**src/rtl/uart_ram_bridge_if.sv**
```systemverilog
// UART byte stream and RAM bus bundle for uart_ram_bridge.
// Modports: master = bridge side, slave = UART/RAM side.
//
// Signals (named from the bridge's point of view):
//   rx_data_i/rx_vld_i/rx_rdy_o   receive byte handshake
//   tx_data_o/tx_vld_o/tx_rdy_i   transmit byte handshake
//   mem_sel_o                     RAM channel select
//   mem_addr_o                    word-aligned byte address
//   mem_wr_en_o/_be_o/_data_o     write strobe, byte enables, data
//   mem_rd_en_o/mem_rd_data_i     read strobe, data one cycle later
interface uart_ram_bridge_if #(
    parameter int XLEN = 32
);
    logic [7:0]        rx_data_i;
    logic              rx_vld_i;
    logic              rx_rdy_o;
    logic [7:0]        tx_data_o;
    logic              tx_vld_o;
    logic              tx_rdy_i;
    logic [1:0]        mem_sel_o;
    logic [XLEN-1:0]   mem_addr_o;
    logic              mem_wr_en_o;
    logic [XLEN/8-1:0] mem_wr_be_o;
    logic [XLEN-1:0]   mem_wr_data_o;
    logic              mem_rd_en_o;
    logic [XLEN-1:0]   mem_rd_data_i;

    modport master (
        input  rx_data_i, rx_vld_i, tx_rdy_i, mem_rd_data_i,
        output rx_rdy_o, tx_data_o, tx_vld_o,
        output mem_sel_o, mem_addr_o,
        output mem_wr_en_o, mem_wr_be_o, mem_wr_data_o,
        output mem_rd_en_o
    );

    modport slave (
        output rx_data_i, rx_vld_i, tx_rdy_i, mem_rd_data_i,
        input  rx_rdy_o, tx_data_o, tx_vld_o,
        input  mem_sel_o, mem_addr_o,
        input  mem_wr_en_o, mem_wr_be_o, mem_wr_data_o,
        input  mem_rd_en_o
    );
endinterface

```
**src/rtl/uart_ram_bridge.sv**
```systemverilog
// UART command bridge: loads/dumps CPU RAMs over a byte stream,
// controls CPU reset and reports CPU faults (0xEF).
//
// Ports:
//   clk_i        clock
//   rst_i        synchronous active-high reset
//   cpu_fault_i  CPU fault level (rising edge is reported)
//   cpu_rst_n_o  CPU held in reset when 0
//   bus          uart_ram_bridge_if.master (rx/tx bytes, RAM bus)
//
// Option: define UART_RAM_BRIDGE_CKSUM_EN to append an XOR
// checksum byte after every data write or read transfer.
module uart_ram_bridge #(
    parameter int XLEN    = 32,
    parameter int NUM_RAM = 2
) (
    input  logic clk_i,
    input  logic rst_i,
    input  logic cpu_fault_i,
    output logic cpu_rst_n_o,
    uart_ram_bridge_if.master bus
);

    localparam int NB = XLEN / 8;
    localparam int LB = $clog2(NB);
    localparam logic [XLEN-1:0] ADDR_ONE = XLEN'(1);

`ifdef UART_RAM_BRIDGE_CKSUM_EN
    localparam bit CKSUM_EN = 1'b1;
`else
    localparam bit CKSUM_EN = 1'b0;
`endif

    typedef enum logic [3:0] {
        IDLE, CFG_WR, CFG_RD, SEL, DAT_WR,
        RD_REQ, RD_WAIT, RD_TX, CK_TX
    } state_t;

    state_t          state;
    logic            cpu_rst_n;
    logic            rdy_en;
    logic            tx_vld;
    logic [7:0]      tx_data;
    logic [1:0]      sel;
    logic [XLEN-1:0] addr;
    logic [31:0]     size;
    logic [XLEN-1:0] ptr;
    logic [31:0]     cnt;
    logic [2:0]      bidx;
    logic            wr_en;
    logic            rd_en;
    logic [NB-1:0]   wr_be;
    logic [XLEN-1:0] wr_data;
    logic [XLEN-1:0] mem_addr;
    logic [XLEN-1:0] rd_word;
    logic            fault_q;
    logic            fault_pend;
    logic [7:0]      cksum;

    logic            rx_rdy;
    logic            rx_fire;
    logic            tx_fire;
    logic            fault_edge;
    logic [7:0]      rx_b;
    logic [LB-1:0]   lane;
    logic [LB+2:0]   lane_sh;
    logic [NB-1:0]   lane_oh;
    logic            top;
    logic            last;
    logic [XLEN-1:0] ptr_nxt;
    logic [4:0]      cfg_sh;
    logic [7:0]      cfg_byte;
    logic [7:0]      rd_byte;
    logic [1:0]      sel_cl;

    always_comb begin
        rx_rdy = 1'b0;
        if (rdy_en) begin
            rx_rdy = (state == IDLE) || (state == CFG_WR) ||
                     (state == SEL)  || (state == DAT_WR);
        end
    end

    assign rx_fire    = bus.rx_vld_i & rx_rdy;
    assign tx_fire    = tx_vld & bus.tx_rdy_i;
    assign fault_edge = cpu_fault_i & ~fault_q;
    assign rx_b       = bus.rx_data_i;
    assign lane       = ptr[LB-1:0];
    assign lane_sh    = {lane, 3'b000};
    assign lane_oh    = NB'(1) << lane;
    assign top        = &lane;
    assign last       = (cnt == size);
    assign ptr_nxt    = ptr + ADDR_ONE;
    assign cfg_sh     = {bidx[1:0], 3'b000};
    assign cfg_byte   = bidx[2] ? size[cfg_sh +: 8] : addr[cfg_sh +: 8];
    assign rd_byte    = rd_word[lane_sh +: 8];

    // Channel numbers beyond the populated RAMs map to the last one.
    always_comb begin
        sel_cl = rx_b[1:0];
        if (int'(rx_b[1:0]) >= NUM_RAM) begin
            sel_cl = 2'(NUM_RAM - 1);
        end
    end

    always_ff @(posedge clk_i) begin
        if (rst_i) begin
            state      <= IDLE;
            cpu_rst_n  <= 1'b0;
            rdy_en     <= 1'b0;
            tx_vld     <= 1'b0;
            tx_data    <= 8'h00;
            sel        <= 2'd0;
            addr       <= '0;
            size       <= '0;
            ptr        <= '0;
            cnt        <= '0;
            bidx       <= '0;
            wr_en      <= 1'b0;
            rd_en      <= 1'b0;
            wr_be      <= '0;
            wr_data    <= '0;
            mem_addr   <= '0;
            rd_word    <= '0;
            fault_q    <= 1'b0;
            fault_pend <= 1'b0;
            cksum      <= 8'h00;
        end else begin
            rdy_en  <= 1'b1;
            fault_q <= cpu_fault_i;
            rd_en   <= 1'b0;
            if (fault_edge) fault_pend <= 1'b1;
            if (tx_fire) tx_vld <= 1'b0;
            // Byte enables live only for the write pulse cycle.
            if (wr_en) begin
                wr_en <= 1'b0;
                wr_be <= '0;
            end

            case (state)
                IDLE: begin
                    if (rx_fire) begin
                        case (rx_b)
                            8'h2a: cpu_rst_n <= 1'b0;
                            8'h2b: cpu_rst_n <= 1'b1;
                            8'h2c: begin
                                cpu_rst_n <= 1'b0;
                                bidx      <= '0;
                                state     <= CFG_WR;
                            end
                            8'h2d: begin
                                cpu_rst_n <= 1'b0;
                                bidx      <= '0;
                                state     <= CFG_RD;
                            end
                            8'h2e: begin
                                cpu_rst_n <= 1'b0;
                                ptr       <= addr;
                                cnt       <= '0;
                                cksum     <= 8'h00;
                                wr_be     <= '0;
                                state     <= DAT_WR;
                            end
                            8'h2f: begin
                                cpu_rst_n <= 1'b0;
                                ptr       <= addr;
                                cnt       <= '0;
                                cksum     <= 8'h00;
                                rd_en     <= 1'b1;
                                mem_addr  <= {addr[XLEN-1:LB], {LB{1'b0}}};
                                state     <= RD_REQ;
                            end
                            8'h30: begin
                                cpu_rst_n <= 1'b0;
                                state     <= SEL;
                            end
                            default: ;
                        endcase
                    end else if (fault_pend && !tx_vld) begin
                        tx_data    <= 8'hEF;
                        tx_vld     <= 1'b1;
                        fault_pend <= fault_edge;
                    end
                end

                CFG_WR: begin
                    if (rx_fire) begin
                        if (bidx[2]) size[cfg_sh +: 8] <= rx_b;
                        else         addr[cfg_sh +: 8] <= rx_b;
                        bidx <= bidx + 3'd1;
                        if (bidx == 3'd7) state <= IDLE;
                    end
                end

                CFG_RD: begin
                    if (!tx_vld) begin
                        tx_data <= cfg_byte;
                        tx_vld  <= 1'b1;
                        bidx    <= bidx + 3'd1;
                        if (bidx == 3'd7) state <= IDLE;
                    end
                end

                SEL: begin
                    if (rx_fire) begin
                        sel   <= sel_cl;
                        state <= IDLE;
                    end
                end

                DAT_WR: begin
                    if (rx_fire) begin
                        // A byte right after a write pulse opens a new word.
                        wr_be <= (wr_en ? '0 : wr_be) | lane_oh;
                        wr_data[lane_sh +: 8] <= rx_b;
                        cksum <= cksum ^ rx_b;
                        ptr   <= ptr_nxt;
                        cnt   <= cnt + 32'd1;
                        if (top || last) begin
                            wr_en    <= 1'b1;
                            mem_addr <= {ptr[XLEN-1:LB], {LB{1'b0}}};
                        end
                        if (last) state <= CKSUM_EN ? CK_TX : IDLE;
                    end
                end

                RD_REQ: state <= RD_WAIT;

                RD_WAIT: begin
                    rd_word <= bus.mem_rd_data_i;
                    state   <= RD_TX;
                end

                RD_TX: begin
                    if (!tx_vld) begin
                        tx_data <= rd_byte;
                        tx_vld  <= 1'b1;
                        cksum   <= cksum ^ rd_byte;
                        ptr     <= ptr_nxt;
                        cnt     <= cnt + 32'd1;
                        if (last) begin
                            state <= CKSUM_EN ? CK_TX : IDLE;
                        end else if (top) begin
                            rd_en    <= 1'b1;
                            mem_addr <= {ptr_nxt[XLEN-1:LB], {LB{1'b0}}};
                            state    <= RD_REQ;
                        end
                    end
                end

                CK_TX: begin
                    if (!tx_vld) begin
                        tx_data <= cksum;
                        tx_vld  <= 1'b1;
                        state   <= IDLE;
                    end
                end

                default: state <= IDLE;
            endcase
        end
    end

    assign cpu_rst_n_o       = cpu_rst_n;
    assign bus.rx_rdy_o      = rx_rdy;
    assign bus.tx_data_o     = tx_data;
    assign bus.tx_vld_o      = tx_vld;
    assign bus.mem_sel_o     = sel;
    assign bus.mem_addr_o    = mem_addr;
    assign bus.mem_wr_en_o   = wr_en;
    assign bus.mem_wr_be_o   = wr_be;
    assign bus.mem_wr_data_o = wr_data;
    assign bus.mem_rd_en_o   = rd_en;

endmodule

```
**src/flat_wrapper.sv**
```systemverilog
// flat-port wrapper written by rule: the top's interface ports become plain ports
module uart_ram_bridge_flat 
#(
    parameter int XLEN    = 32,
    parameter int NUM_RAM = 2
)
  (clk_i, rst_i, cpu_fault_i, cpu_rst_n_o, bus_rx_data_i, bus_rx_vld_i, bus_tx_rdy_i, bus_mem_rd_data_i, bus_rx_rdy_o, bus_tx_data_o, bus_tx_vld_o, bus_mem_sel_o, bus_mem_addr_o, bus_mem_wr_en_o, bus_mem_wr_be_o, bus_mem_wr_data_o, bus_mem_rd_en_o);
  uart_ram_bridge_if #(.XLEN(XLEN)) bus_i ();
  input  logic clk_i;
  input  logic rst_i;
  input  logic cpu_fault_i;
  output logic cpu_rst_n_o;
  input wire logic [$bits(bus_i.rx_data_i)-1:0] bus_rx_data_i;
  input wire logic [$bits(bus_i.rx_vld_i)-1:0] bus_rx_vld_i;
  input wire logic [$bits(bus_i.tx_rdy_i)-1:0] bus_tx_rdy_i;
  input wire logic [$bits(bus_i.mem_rd_data_i)-1:0] bus_mem_rd_data_i;
  output wire logic [$bits(bus_i.rx_rdy_o)-1:0] bus_rx_rdy_o;
  output wire logic [$bits(bus_i.tx_data_o)-1:0] bus_tx_data_o;
  output wire logic [$bits(bus_i.tx_vld_o)-1:0] bus_tx_vld_o;
  output wire logic [$bits(bus_i.mem_sel_o)-1:0] bus_mem_sel_o;
  output wire logic [$bits(bus_i.mem_addr_o)-1:0] bus_mem_addr_o;
  output wire logic [$bits(bus_i.mem_wr_en_o)-1:0] bus_mem_wr_en_o;
  output wire logic [$bits(bus_i.mem_wr_be_o)-1:0] bus_mem_wr_be_o;
  output wire logic [$bits(bus_i.mem_wr_data_o)-1:0] bus_mem_wr_data_o;
  output wire logic [$bits(bus_i.mem_rd_en_o)-1:0] bus_mem_rd_en_o;
  assign bus_i.rx_data_i = bus_rx_data_i;
  assign bus_i.rx_vld_i = bus_rx_vld_i;
  assign bus_i.tx_rdy_i = bus_tx_rdy_i;
  assign bus_i.mem_rd_data_i = bus_mem_rd_data_i;
  assign bus_rx_rdy_o = bus_i.rx_rdy_o;
  assign bus_tx_data_o = bus_i.tx_data_o;
  assign bus_tx_vld_o = bus_i.tx_vld_o;
  assign bus_mem_sel_o = bus_i.mem_sel_o;
  assign bus_mem_addr_o = bus_i.mem_addr_o;
  assign bus_mem_wr_en_o = bus_i.mem_wr_en_o;
  assign bus_mem_wr_be_o = bus_i.mem_wr_be_o;
  assign bus_mem_wr_data_o = bus_i.mem_wr_data_o;
  assign bus_mem_rd_en_o = bus_i.mem_rd_en_o;
  uart_ram_bridge #(.XLEN(XLEN), .NUM_RAM(NUM_RAM)) u_core (.clk_i(clk_i), .rst_i(rst_i), .cpu_fault_i(cpu_fault_i), .cpu_rst_n_o(cpu_rst_n_o), .bus(bus_i));
endmodule
```
**config.mk**
```make
export PLATFORM = sky130hd
export DESIGN_NAME = uart_ram_bridge_flat
export DESIGN_NICKNAME = d
export VERILOG_FILES = /design/src/rtl/uart_ram_bridge_if.sv /design/src/rtl/uart_ram_bridge.sv /design/src/flat_wrapper.sv
export SDC_FILE = /design/constraint.sdc
export NUM_CORES = 1
export LEC_CHECK = 0
export CORE_MARGIN = 2
export CORE_UTILIZATION = 35
export DETAILED_ROUTE_END_ITERATION = 12
export PLACE_DENSITY = 0.64
export SKIP_CTS_REPAIR_TIMING = 1
export SYNTH_ARGS = -nofsm -noshare
export SYNTH_HDL_FRONTEND = slang
export SYNTH_SLANG_ARGS = --single-unit
```
**constraint.sdc**
```tcl
create_clock -name clk_i -period 2.6 [get_ports clk_i]
set_input_delay 0.78 -clock clk_i [delete_from_list [all_inputs] [get_ports clk_i]]
set_output_delay 0.78 -clock clk_i [all_outputs]
set_load 0.05 [all_outputs]
```
## Yosys cells after proc, flatten, opt, wreduce, memory -nomap -nowiden

Index checks and enable logic that the tools add are counted.

| word-level totals | value |
|---|---|
| register bits after elaboration | 260 |
| input bits | 45 |
| output and inout bits | 83 |
| logic and storage cells | 182 |

| cells by class | value |
|---|---|
| add/sub/neg operators | 5 |
| $lt $le $gt $ge | 1 |
| equality and inequality tests | 35 |
| shift operators | 8 |
| mux-type cells | 76 |
| bitwise operators | 10 |
| reductions and logical operators | 27 |

Operators with widths:

| kind | number |
|---|---|
| 2-to-1 mux 32 bit | 15 |
| one-hot mux 32 bit (3 select lines) | 3 |
| bitwise mux 32 bit | 3 |
| indexed part select 32 x 6 -> 8 bit | 3 |
| 2-to-1 mux 8 bit | 10 |
| adder 32 x 1 -> 32 bit (second input constant) | 2 |
| variable shift 8 x 7 -> 32 bit (first input constant) | 2 |
| indexed part select 8 x 7 -> 32 bit | 2 |
| 2-to-1 mux 4 bit | 15 |
| == test 8 x 6 -> 1 bit (second input constant) | 7 |
| one-hot mux 4 bit (9 select lines) | 1 |
| == test 32 bit | 1 |
| one-hot mux 8 bit (4 select lines) | 1 |
| one-hot mux 8 bit (3 select lines) | 1 |
| inequality test 2 bit (second input constant) | 10 |
| one-hot mux 4 bit (5 select lines) | 1 |
| == test 4 x 3 -> 1 bit (second input constant) | 4 |
| 2-to-1 mux 1 bit | 16 |
| XOR 8 bit | 2 |
| negator 5 -> 7 bit | 2 |
| 2-to-1 mux 3 bit | 4 |
| inequality test 2 x 1 -> 1 bit (second input constant) | 6 |
| AND reduction 10 bit | 1 |
| AND reduction 5 bit | 2 |
| other kinds (30) | 48 |

## Longest topological paths before layout

Gate-level depths: netlist of run 1.

| logic depth | value |
|---|---|
| depth after elaboration | 8 |
| gate-level depth with buffers | 10 |

## Worst setup path before layout of run 1

OpenSTA, ideal clock, no wires.

| timing | value |
|---|---|
| kind | input port to flip-flop |
| start point | in bus_rx_data_i[6] |
| end point | reg u_core.mem_addr[11], in the netlist u_core.bus.mem_addr_o[11] |
| library setup time | 121 ps |
| data arrival time | 2510 ps |
| slack | -32 ps |
| cell stages on the path | 8 |
| path buffers | 2 |
| cell sequence | buf_2 or3b_4 nor4_4 a21oi_1 a211o_1 o31a_1 buf_6 mux2_4 |

| between the ends | value |
|---|---|
| cells in the longest elaborated chain, start to end | 3 |

RTL lines:

| item | line | RTL |
|---|---|---|
| from (decl) | flat_wrapper.sv:13 | `input wire logic [$bits(bus_i.rx_data_i)-1:0] bus_rx_data_i;` |
| == test 8 x 6 -> 1 bit | uart_ram_bridge.sv:143 | `case (rx_b)` |
| inequality test 2 bit (no source line) | -- |  |
| AND reduction 8 bit (no source line) | -- |  |
| to (signal assigned) | uart_ram_bridge.sv:170 | `mem_addr <= {addr[XLEN-1:LB], {LB{1'b0}}};` |
| to (signal assigned) | uart_ram_bridge.sv:221 | `mem_addr <= {ptr[XLEN-1:LB], {LB{1'b0}}};` |
| to (signal assigned) | uart_ram_bridge.sv:245 | `mem_addr <= {ptr_nxt[XLEN-1:LB], {LB{1'b0}}};` |
| to (decl) | uart_ram_bridge.sv:54 | `logic [XLEN-1:0] mem_addr;` |

Every way passes these cells.
A chain may end at the register's enable or synchronous reset.

## Worst setup path in the final report of run 1

| timing | value |
|---|---|
| start point | reg u_core.wr_en, in the netlist u_core.bus.mem_wr_en_o |
| end point | out bus_mem_wr_en_o |

RTL lines:

| item | line | RTL |
|---|---|---|
| from (decl) | uart_ram_bridge.sv:50 | `logic wr_en;` |
| from (signal assigned) | uart_ram_bridge.sv:119 | `wr_en <= 1'b0;` |
| from (signal assigned) | uart_ram_bridge.sv:136 | `wr_en <= 1'b0;` |
| from (signal assigned) | uart_ram_bridge.sv:220 | `wr_en <= 1'b1;` |
| to (decl) | flat_wrapper.sv:22 | `output wire logic [$bits(bus_i.mem_wr_en_o)-1:0] bus_mem_wr_en_o;` |

No word-level cell between the ends.

==> impl_results.md, run 1 <==
- Core area: 36500 µm²
- Crit-path cells: clkdlybuf4s50_1
- CTS tree: yes
- Hold Path Depth: 2
- Ys async rst share: 0%
- Initial DRC count: 1154
- Period utilization: 98.3%
- Fin. max-slew vios: 0
- FMAX: 391 MHz
- Hold path endpoint: u_core.rd_word[19]$_SDFFE_PP0P_
- Die Height: 196 µm
- CP max stage delay: 0.83 ns
- Die W: 196 µm
- Worst VDD drop: 0.518 mV
- Drt drc: 0
- Clock skew: 0.00696 ns
- Filler Cells Inserted: 3511
- TritonRoute pass-1 iters: 6
- Die area: 38500 µm²
- P&R area growth vs syn: 27.6%
- TritonCTS Sinks: 249
- Worst reg2reg endpoint: u_core.bus.mem_addr_o[30]$_SDFFE_PP0P_
- Pleak: 5.89 nW
- Via count: 12700
- Antenna violations before repair: 0
- Worst hold path class: register to register
- NumNets Final: 1844
- Worst Hold Launch: u_core.rd_word[19]$_SDFFE_PP0P_
- Site Rows: 70
- Startpoint types: register
- DPL Wire Length: 31800 µm
- Mapped Area: 12900 µm²
- WL final: 43600 µm
- Outcome: complete, no violations
- Routed length per instance: 19.2 µm
- Leading cell types in the layout, fill and taps excluded: dfxtp_1, nand2_1, nor2_1, a21oi_1, buf_4
- Largest net degree at the start of global routing: 96
- Hold Vio Cnt, Final: 0
- Mapped Cells: 1617
- Routability Congestion: 0.933
- Total grt overflow: 0
- Setup ws final: 0.0446 ns
- Worst R2R Start: u_core.ptr[1]$_SDFFE_PP0P_
- Max transition margin: 29.1%
- Top_reg_cell synth: dfxtp_1
- CP Max Fanout: 3
- DR vias/cell: 5.56
- Total power: 8.26 mW
- WP data arrival: 1.78 ns
- Clock Pin Slew Worst Setup and Hold Paths: 0.06 ns
- H-tree lvl count: 1
- Sequential area share after synthesis: 38.5%
- All-Layer GR Usage: 21.9%
- WP data required: 1.82 ns
- Final worst path period need: 2.56 ns
- Leading cell type in the layout, fill and taps excluded: dfxtp_1
- Root buf cell: clkbuf_16
- Max clock buf depth: 3
- CP max-delay cell: clkdlybuf4s50_1
- Worst Max-Slew Pin Slew: 1.06 ns
- Vias in the first global route: 11800
- Pwr dens: 500 nW/µm²
- Top Family by Delay on Critical Path: buffers and inverters
- Initial Util: 35.4%
- Number of library cell types mapped by synthesis: 78
- Skew-Pair Late Insertion Delay: 0.56 ns
- Setup crit end kind: primary output
- Setup_tns: 0 ns
- Post-layout util: 45.2%
- Max_cap viols: 0
- Reg2Reg Depth: 7
- Crit Path Category: register to primary output
- DP Area: 15500 µm²
- Fin area: 16500 µm²
- I/O Buffers: 125
- Top Ports: 128
- Flops & latches, synth: 249
- Clock buffer count from CTS: 27
- Place WS: -0.504 ns
- Final Setup Violations: 0
- First-pass GRT wire length: 67000 µm
- Mapped Avg Cell Area: 8.00 µm²
- Register-to-register setup slack: 0.12 ns
- Share of layout cells above drive strength 1: 13.8%
- CP Buf/Inv Count: 1
- Post-DRT Antenna Nets: 0
- Synth warn: 0
- Post-synth EDFFs: 0
## cell type report
cell class              count  area (µm²)  share of cell area [%]
multi-input cells        1219        7380                    44.7
flip-flops and latches    249        4980                    30.2
repair buffers            263        2530                    15.3
clock buffers              38         757                    4.59
well taps                 468         586                    3.55
clock inverters            11         175                    1.06
inverters                  27         101                   0.614
diodes                      1        2.50                  0.0152
## cell usage after synthesis, types with 18 or more instances
| library cell | instances | area share [%] |
|---|---|---|
| buf_2 | 28 | 1.1 |
| a21oi_1 | 173 | 6.7 |
| o21ai_0 | 58 | 2.2 |
| inv_1 | 26 | 0.75 |
| o22ai_1 | 21 | 1.0 |
| nand3_1 | 40 | 1.5 |
| nor2_1 | 226 | 6.6 |
| mux2i_1 | 20 | 1.5 |
| nor3_1 | 27 | 1.0 |
| nor2b_1 | 18 | 0.87 |
| nand4_1 | 28 | 1.4 |
| a22o_1 | 33 | 2.2 |
| nand2_1 | 240 | 7.0 |
| a22oi_1 | 23 | 1.3 |
| xnor2_1 | 56 | 3.8 |
| mux4_2 | 24 | 4.2 |
| clkbuf_1 | 86 | 2.5 |
| dfxtp_1 | 249 | 39 |
## per-stage QoR
| step | hold WS [ns] | cells |
|---|---|---|
| 3_5_place_dp | 0.443 | 2224 |
| 5_1_grt | 0.470 | 2275 |
| 3_3_place_gp | 0.440 | 2224 |
| 2_1_floorplan | 0.433 | 1618 |
| 6_report | 0.452 | 2276 |
| 4_1_cts | 0.452 | 2273 |
## flip-flops by register name, summed over array words and instances, names as in the netlist, 2 cells and up
register	cells
u_core.cnt	32
u_core.bus.mem_wr_be_o	4
u_core.state	3
u_core.bus.mem_addr_o	30
u_core.ptr	32
u_core.bus.tx_data_o	8
u_core.size	32
u_core.bus.mem_wr_data_o	32
u_core.bus.mem_sel_o	2
u_core.addr	32
u_core.bidx	3
u_core.rd_word	32
## how the worst max path moves through the flow
stage	depth (start not counted)	from	end
final	1	u_core.bus.mem_wr_en_o$_SDFF_PP0_	bus_mem_wr_en_o
after floorplan	8	bus_rx_data_i[6]	u_core.bus.mem_addr_o[11]$_SDFFE_PP0P_
after global placement	9	bus_rx_data_i[5]	u_core.bus.mem_addr_o[18]$_SDFFE_PP0P_
after detailed placement	8	bus_rx_data_i[5]	u_core.bus.mem_addr_o[26]$_SDFFE_PP0P_
after global routing	8	u_core.ptr[5]$_SDFFE_PP0P_	u_core.bus.mem_addr_o[24]$_SDFFE_PP0P_
after CTS	1	u_core.bus.tx_vld_o$_SDFF_PP0_	bus_tx_vld_o
## cells by family (layout without fill, tap and decap cells)
logic type / count (synthesis) / after routing / share of synthesized area, %
compound gates: 400 / 400 / 19.3
xor+xnor: 62 / 62 / 4.20
fa+ha+maj: 12 / 12 / 1.16
buf+inv: 150 / 339 / 4.80
flops: 249 / 249 / 38.5
mux: 60 / 60 / 7.52
other cells: 1 / 3 / 0.0290
simple gates: 683 / 683 / 24.5
## power breakdown
| part | internal [mW] | switching [mW] |
|---|---|---|
| combinational | 0.140 | 0.221 |
| clock | 2.43 | 1.63 |
| sequential | 3.83 | 0.0105 |
## per-layer routing
metal / wire length [µm] / GRT usage, % / vias up
li1: - / - / 6064
met1: 18600 / 29.1 / 6023
met2: 20800 / 36.7 / 482
met3: 2740 / 2.73 / 81
met4: 1410 / 7.35 / 0
met5: 0 / 0 / -
Power figures use the tool's default switching activity.
==> run 2: changes to the inputs <==
CTS_CLUSTER_SIZE = 40   (was not set)
RECOVER_POWER = 50   (was not set)
==> run 2 against run 1 <==
Net effect: register-to-register slack barely moved; clock skew is 0.0013 ns higher; critical endpoint unchanged; combinational power decreased by 3%; critical path type unchanged; final cell count stayed put; count of clock-buffer cells in the layout is the same; flip-flop and latch count unchanged; die area is the same.
==> impl_results.md, run 2 (synthesis gave the netlist of run 1 again) <==
- Die W: 196 µm
- Final worst path period need: 2.56 ns
- Core area: 36500 µm²
- Place WS: -0.504 ns
- Worst reg2reg endpoint: u_core.bus.mem_addr_o[24]$_SDFFE_PP0P_
- WP data required: 1.82 ns
- Period utilization: 98.3%
- All-Layer GR Usage: 21.9%
- Clock skew: 0.00826 ns
- CP Buf/Inv Count: 1
- Largest net degree at the start of global routing: 96
- Hold path endpoint: u_core.rd_word[16]$_SDFFE_PP0P_
- Routed length per instance: 19.1 µm
- WP data arrival: 1.78 ns
- I/O Buffers: 125
- Routability Congestion: 0.933
- Clock Pin Slew Worst Setup and Hold Paths: 0.06 ns
- Top Ports: 128
- CP Depth: 1
- Hold_ws: 0.450 ns
- Fin. max-slew vios: 0
- Outcome: complete, no violations
- Worst VDD drop: 0.518 mV
- Hold Path Depth: 2
- Leading cell type in the layout, fill and taps excluded: dfxtp_1
- Crit-path cells: clkdlybuf4s50_1
- Worst Max-Slew Pin Slew: 1.18 ns
- P&R area growth vs syn: 26.8%
- Worst R2R Start: u_core.ptr[5]$_SDFFE_PP0P_
- Max clock buf depth: 3
- Pwr dens: 503 nW/µm²
- FMAX: 391 MHz
- Die area: 38500 µm²
- CP max stage delay: 0.83 ns
- Setup crit end kind: primary output
- CTS tree: yes
- Skew-Pair Late Insertion Delay: 0.56 ns
- Clock buffer count from CTS: 27
- Reg2Reg Depth: 8
- Hold Vio Cnt, Final: 0
- Site Rows: 70
- H-tree lvl count: 1
- Vias in the first global route: 11800
- Pleak: 5.83 nW
- Fin area: 16400 µm²
- Worst hold path class: register to register
- Total grt overflow: 0
- CP max-delay cell: clkdlybuf4s50_1
- Initial DRC count: 1165
- Antenna violations before repair: 0
- Max_cap viols: 0
- Share of layout cells above drive strength 1: 13.2%
- Top Family by Delay on Critical Path: buffers and inverters
- Worst Hold Launch: u_core.rd_word[16]$_SDFFE_PP0P_
- Max transition margin: 21.5%
- Setup ws final: 0.0445 ns
- Crit Path Category: register to primary output
- Root buf cell: clkbuf_16
- Drt drc: 0
- TritonCTS Sinks: 249
- Leading cell types in the layout, fill and taps excluded: dfxtp_1, nand2_1, nor2_1, a21oi_1, clkdlybuf4s50_1
- Initial Util: 35.4%
- Startpoint types: register
- Register-to-register setup slack: 0.11 ns
- Post-DRT Antenna Nets: 0
- WL final: 43500 µm
- Final Setup Violations: 0
- DR vias/cell: 5.55
- Die Height: 196 µm
- DPL Wire Length: 31800 µm
- Post-layout util: 44.9%
- Via count: 12600
- TritonRoute pass-1 iters: 6
- First-pass GRT wire length: 67000 µm
- NumNets Final: 1844
- DP Area: 15500 µm²
- CP Max Fanout: 3
-- run 2: layer usage --
metal | routed length (µm) | GRT usage (%)
met3 | 2820 | 2.73
met4 | 1450 | 7.35
met5 | 0 | 0
met1 | 18600 | 29.1
met2 | 20700 | 36.7
-- run 2: report_power, final --
group,total [mW],internal (mW),switching [mW]
sequential,3.84,3.83,0.0104
clock,4.07,2.43,1.63
combinational,0.350,0.132,0.218
-- run 2: final cells by class --
class	count	area, µm²
Timing Repair Buffer	263	2440
Clock buffer	38	757
Multi-Input combinational cell	1219	7360
Fill cell	3533	20100
Sequential cell	249	4980
Clock inverter	11	175
Antenna cell	1	2.50
Inverter	27	101
Tap cell	468	586
-- run 2: worst max-delay path by stage --
stage / end / slack (ns) / start
floorplan: u_core.bus.mem_addr_o[11]$_SDFFE_PP0P_ / 0.006 / bus_rx_data_i[6]
global placement: u_core.bus.mem_addr_o[18]$_SDFFE_PP0P_ / -0.50 / bus_rx_data_i[5]
detailed placement: u_core.bus.mem_addr_o[26]$_SDFFE_PP0P_ / -0.50 / bus_rx_data_i[5]
CTS: bus_tx_vld_o / -0.13 / u_core.bus.tx_vld_o$_SDFF_PP0_
global route: u_core.bus.mem_addr_o[24]$_SDFFE_PP0P_ / -0.01 / u_core.ptr[5]$_SDFFE_PP0P_
finish: bus_mem_wr_en_o / 0.04 / u_core.bus.mem_wr_en_o$_SDFF_PP0_
-- run 2: stage by stage --
| stage | instances | power, mW | TNS [ns] |
|---|---|---|---|
| floorplan | 1618 | 4.10 | 0 |
| global placement | 2224 | 4.28 | -33.68 |
| detailed placement | 2224 | 4.28 | -34.81 |
| CTS | 2273 | 8.33 | -0.127 |
| global route | 2275 | 8.50 | -0.0145 |
| finish | 2276 | 8.25 | 0 |
-- run 2: worst min-delay path: stages (launching register included) --
cell     delay [ns]
dfxtp_1        0.30
nand2_1        0.05
a21oi_1        0.05
==> run 3: changes to the inputs <==
CORE_MARGIN = 3   (was 2)
CTS_CLUSTER_DIAMETER = 30   (was not set)
==> run 3 against run 2 <==
Net effect: global-route usage grew 0.38 points; register-to-register slack hardly changed; die area rose by 2.0%; critical endpoint unchanged; highest routed layer unchanged.
==> impl_results.md, run 3 (synthesis gave the netlist of run 1 again) <==
- Outcome: complete, no violations
- Root buf cell: clkbuf_16
- Setup crit start: u_core.bus.mem_wr_en_o$_SDFF_PP0_
- Clock Pin Slew Worst Setup and Hold Paths: 0.05 ns
- WP data arrival: 1.78 ns
- CP Buf/Inv Count: 1
- Worst reg2reg endpoint: u_core.bus.mem_wr_data_o[23]$_SDFFE_PP0P_
- Final Setup Violations: 0
- Vias in the first global route: 12500
- I/O Buffers: 125
- DPL Wire Length: 32300 µm
- Met3 WL post-DR: 2570 µm
- Worst Max-Slew Pin Slew: 1.13 ns
- Top Ports: 128
- Routability Congestion: 0.911
- Crit Path Category: register to primary output
- CP max-delay cell: clkdlybuf4s50_1
- Initial Util: 35.9%
- CP Max Fanout: 3
- Top Family by Delay on Critical Path: buffers and inverters
- TritonCTS Sinks: 249
- Worst R2R Start: u_core.state[1]$_SDFFE_PP0P_
- Setup_tns: 0 ns
- CTS tree: yes
- NumNets Final: 1882
- Max_cap viols: 0
- Routed length per instance: 19.3 µm
- Post-Layout Cell Count: 2336
- CP Depth: 1
- Initial DRC count: 1210
- Met2 wire len: 21500 µm
- Antenna violations before repair: 0
- First-pass GRT wire length: 69000 µm
- Worst hold path class: register to register
- Die area: 39300 µm²
- TritonRoute pass-1 iters: 8
- Max layer used: met4
- Total grt overflow: 0
- RSZ-0062 raised after global routing: false
- Hold Vio Cnt, Final: 0
- Post-DRT Antenna Nets: 0
- Pleak: 6.51 nW
- Max clock buf depth: 3
- H-tree lvl count: 3
- CP max stage delay: 0.82 ns
- Die W: 198 µm
- Hold_ws: 0.449 ns
- All-Layer GR Usage: 22.3%
- Fin. max-slew vios: 0
- Dpl cells: 2213
- Crit-path cells: clkdlybuf4s50_1
- Worst Setup EP: bus_mem_wr_en_o
- Skew-Pair Late Insertion Delay: 0.58 ns
- Share of layout cells above drive strength 1: 16.6%
- Leading cell types in the layout, fill and taps excluded: dfxtp_1, nand2_1, nor2_1, a21oi_1, clkdlybuf4s50_1
- WL final: 45000 µm
- Die Height: 198 µm
- P&R area growth vs syn: 37.9%
- Leading cell type in the layout, fill and taps excluded: dfxtp_1
- Drt drc: 0
- Clock skew: 0.0319 ns
- Startpoint types: register
- ANT cells: 0
- Register-to-register setup slack: 0.11 ns
- Wire length on met1: 19300 µm
- Reg2Reg Depth: 7
- Core area: 36000 µm²
- Filler Cells Inserted: 3364
- Via count: 12900
- Largest net degree at the start of global routing: 58
- Final worst path period need: 2.56 ns
- Clock buffer count from CTS: 69
- Period utilization: 98.3%
- Pwr dens: 726 nW/µm²
- WP data required: 1.82 ns
- FMAX: 391 MHz
- Max transition margin: 24.6%
- Setup crit end kind: primary output
- Worst VDD drop: 0.399 mV
- Site Rows: 69
- DR vias/cell: 5.53
## run 3: metrics by stage
step / util, % / power [mW] / setup WS (ns) / area, µm²
after floorplan: - / 4.10 / 0.00592 / 13000
after global placement: 42.8 / 4.28 / -0.527 / 15400
after CTS: 49.6 / 13.1 / -0.143 / 17800
after global routing: 49.6 / 13.3 / 0.00198 / 17800
final: 49.6 / 12.9 / 0.0445 / 17800
after detailed placement: 42.8 / 4.28 / -0.526 / 15400
## run 3: layer usage
layer,track usage [%],vias to the layer above
met3,3.96,106
li1,-,6168
met2,37.1,461
met5,0,-
met4,10.1,0
met1,28.2,6181
## run 3: final cells by class
cell class                 instances  area (µm²)  area share (%)
clock inverter                    31         468            2.62
timing repair buffer             259        2410            13.5
clock buffer                      90        1960            11.0
multi-input combinational       1219        7350            41.2
tap                              461         577            3.23
inverter                          27         101           0.568
sequential                       249        4990            27.9
## run 3: tightest hold or removal path: stages (launching register included)
cell and delay [ns]:
dfxtp_1 0.30, nand2_1 0.05, a21oi_1 0.05
## run 3: worst min path at each step
stage / start / slack [ns] / end / depth (start not counted)
finish: u_core.bus.mem_wr_data_o[1]$_SDFFE_PP0P_ / 0.45 / u_core.bus.mem_wr_data_o[1]$_SDFFE_PP0P_ / 2
global route: u_core.rd_word[18]$_SDFFE_PP0P_ / 0.47 / u_core.rd_word[18]$_SDFFE_PP0P_ / 2
CTS: u_core.rd_word[16]$_SDFFE_PP0P_ / 0.45 / u_core.rd_word[16]$_SDFFE_PP0P_ / 2
detailed placement: u_core.rd_word[16]$_SDFFE_PP0P_ / 0.45 / u_core.rd_word[16]$_SDFFE_PP0P_ / 2
global placement: u_core.rd_word[12]$_SDFFE_PP0P_ / 0.44 / u_core.rd_word[12]$_SDFFE_PP0P_ / 2
floorplan: u_core.rd_word[16]$_SDFFE_PP0P_ / 0.43 / u_core.rd_word[16]$_SDFFE_PP0P_ / 2
## run 3: power by group
group          total (mW)  internal [mW]  switching (mW)
clock network        8.73           6.17            2.57
registers            3.86           3.85          0.0101
logic               0.356          0.133           0.223
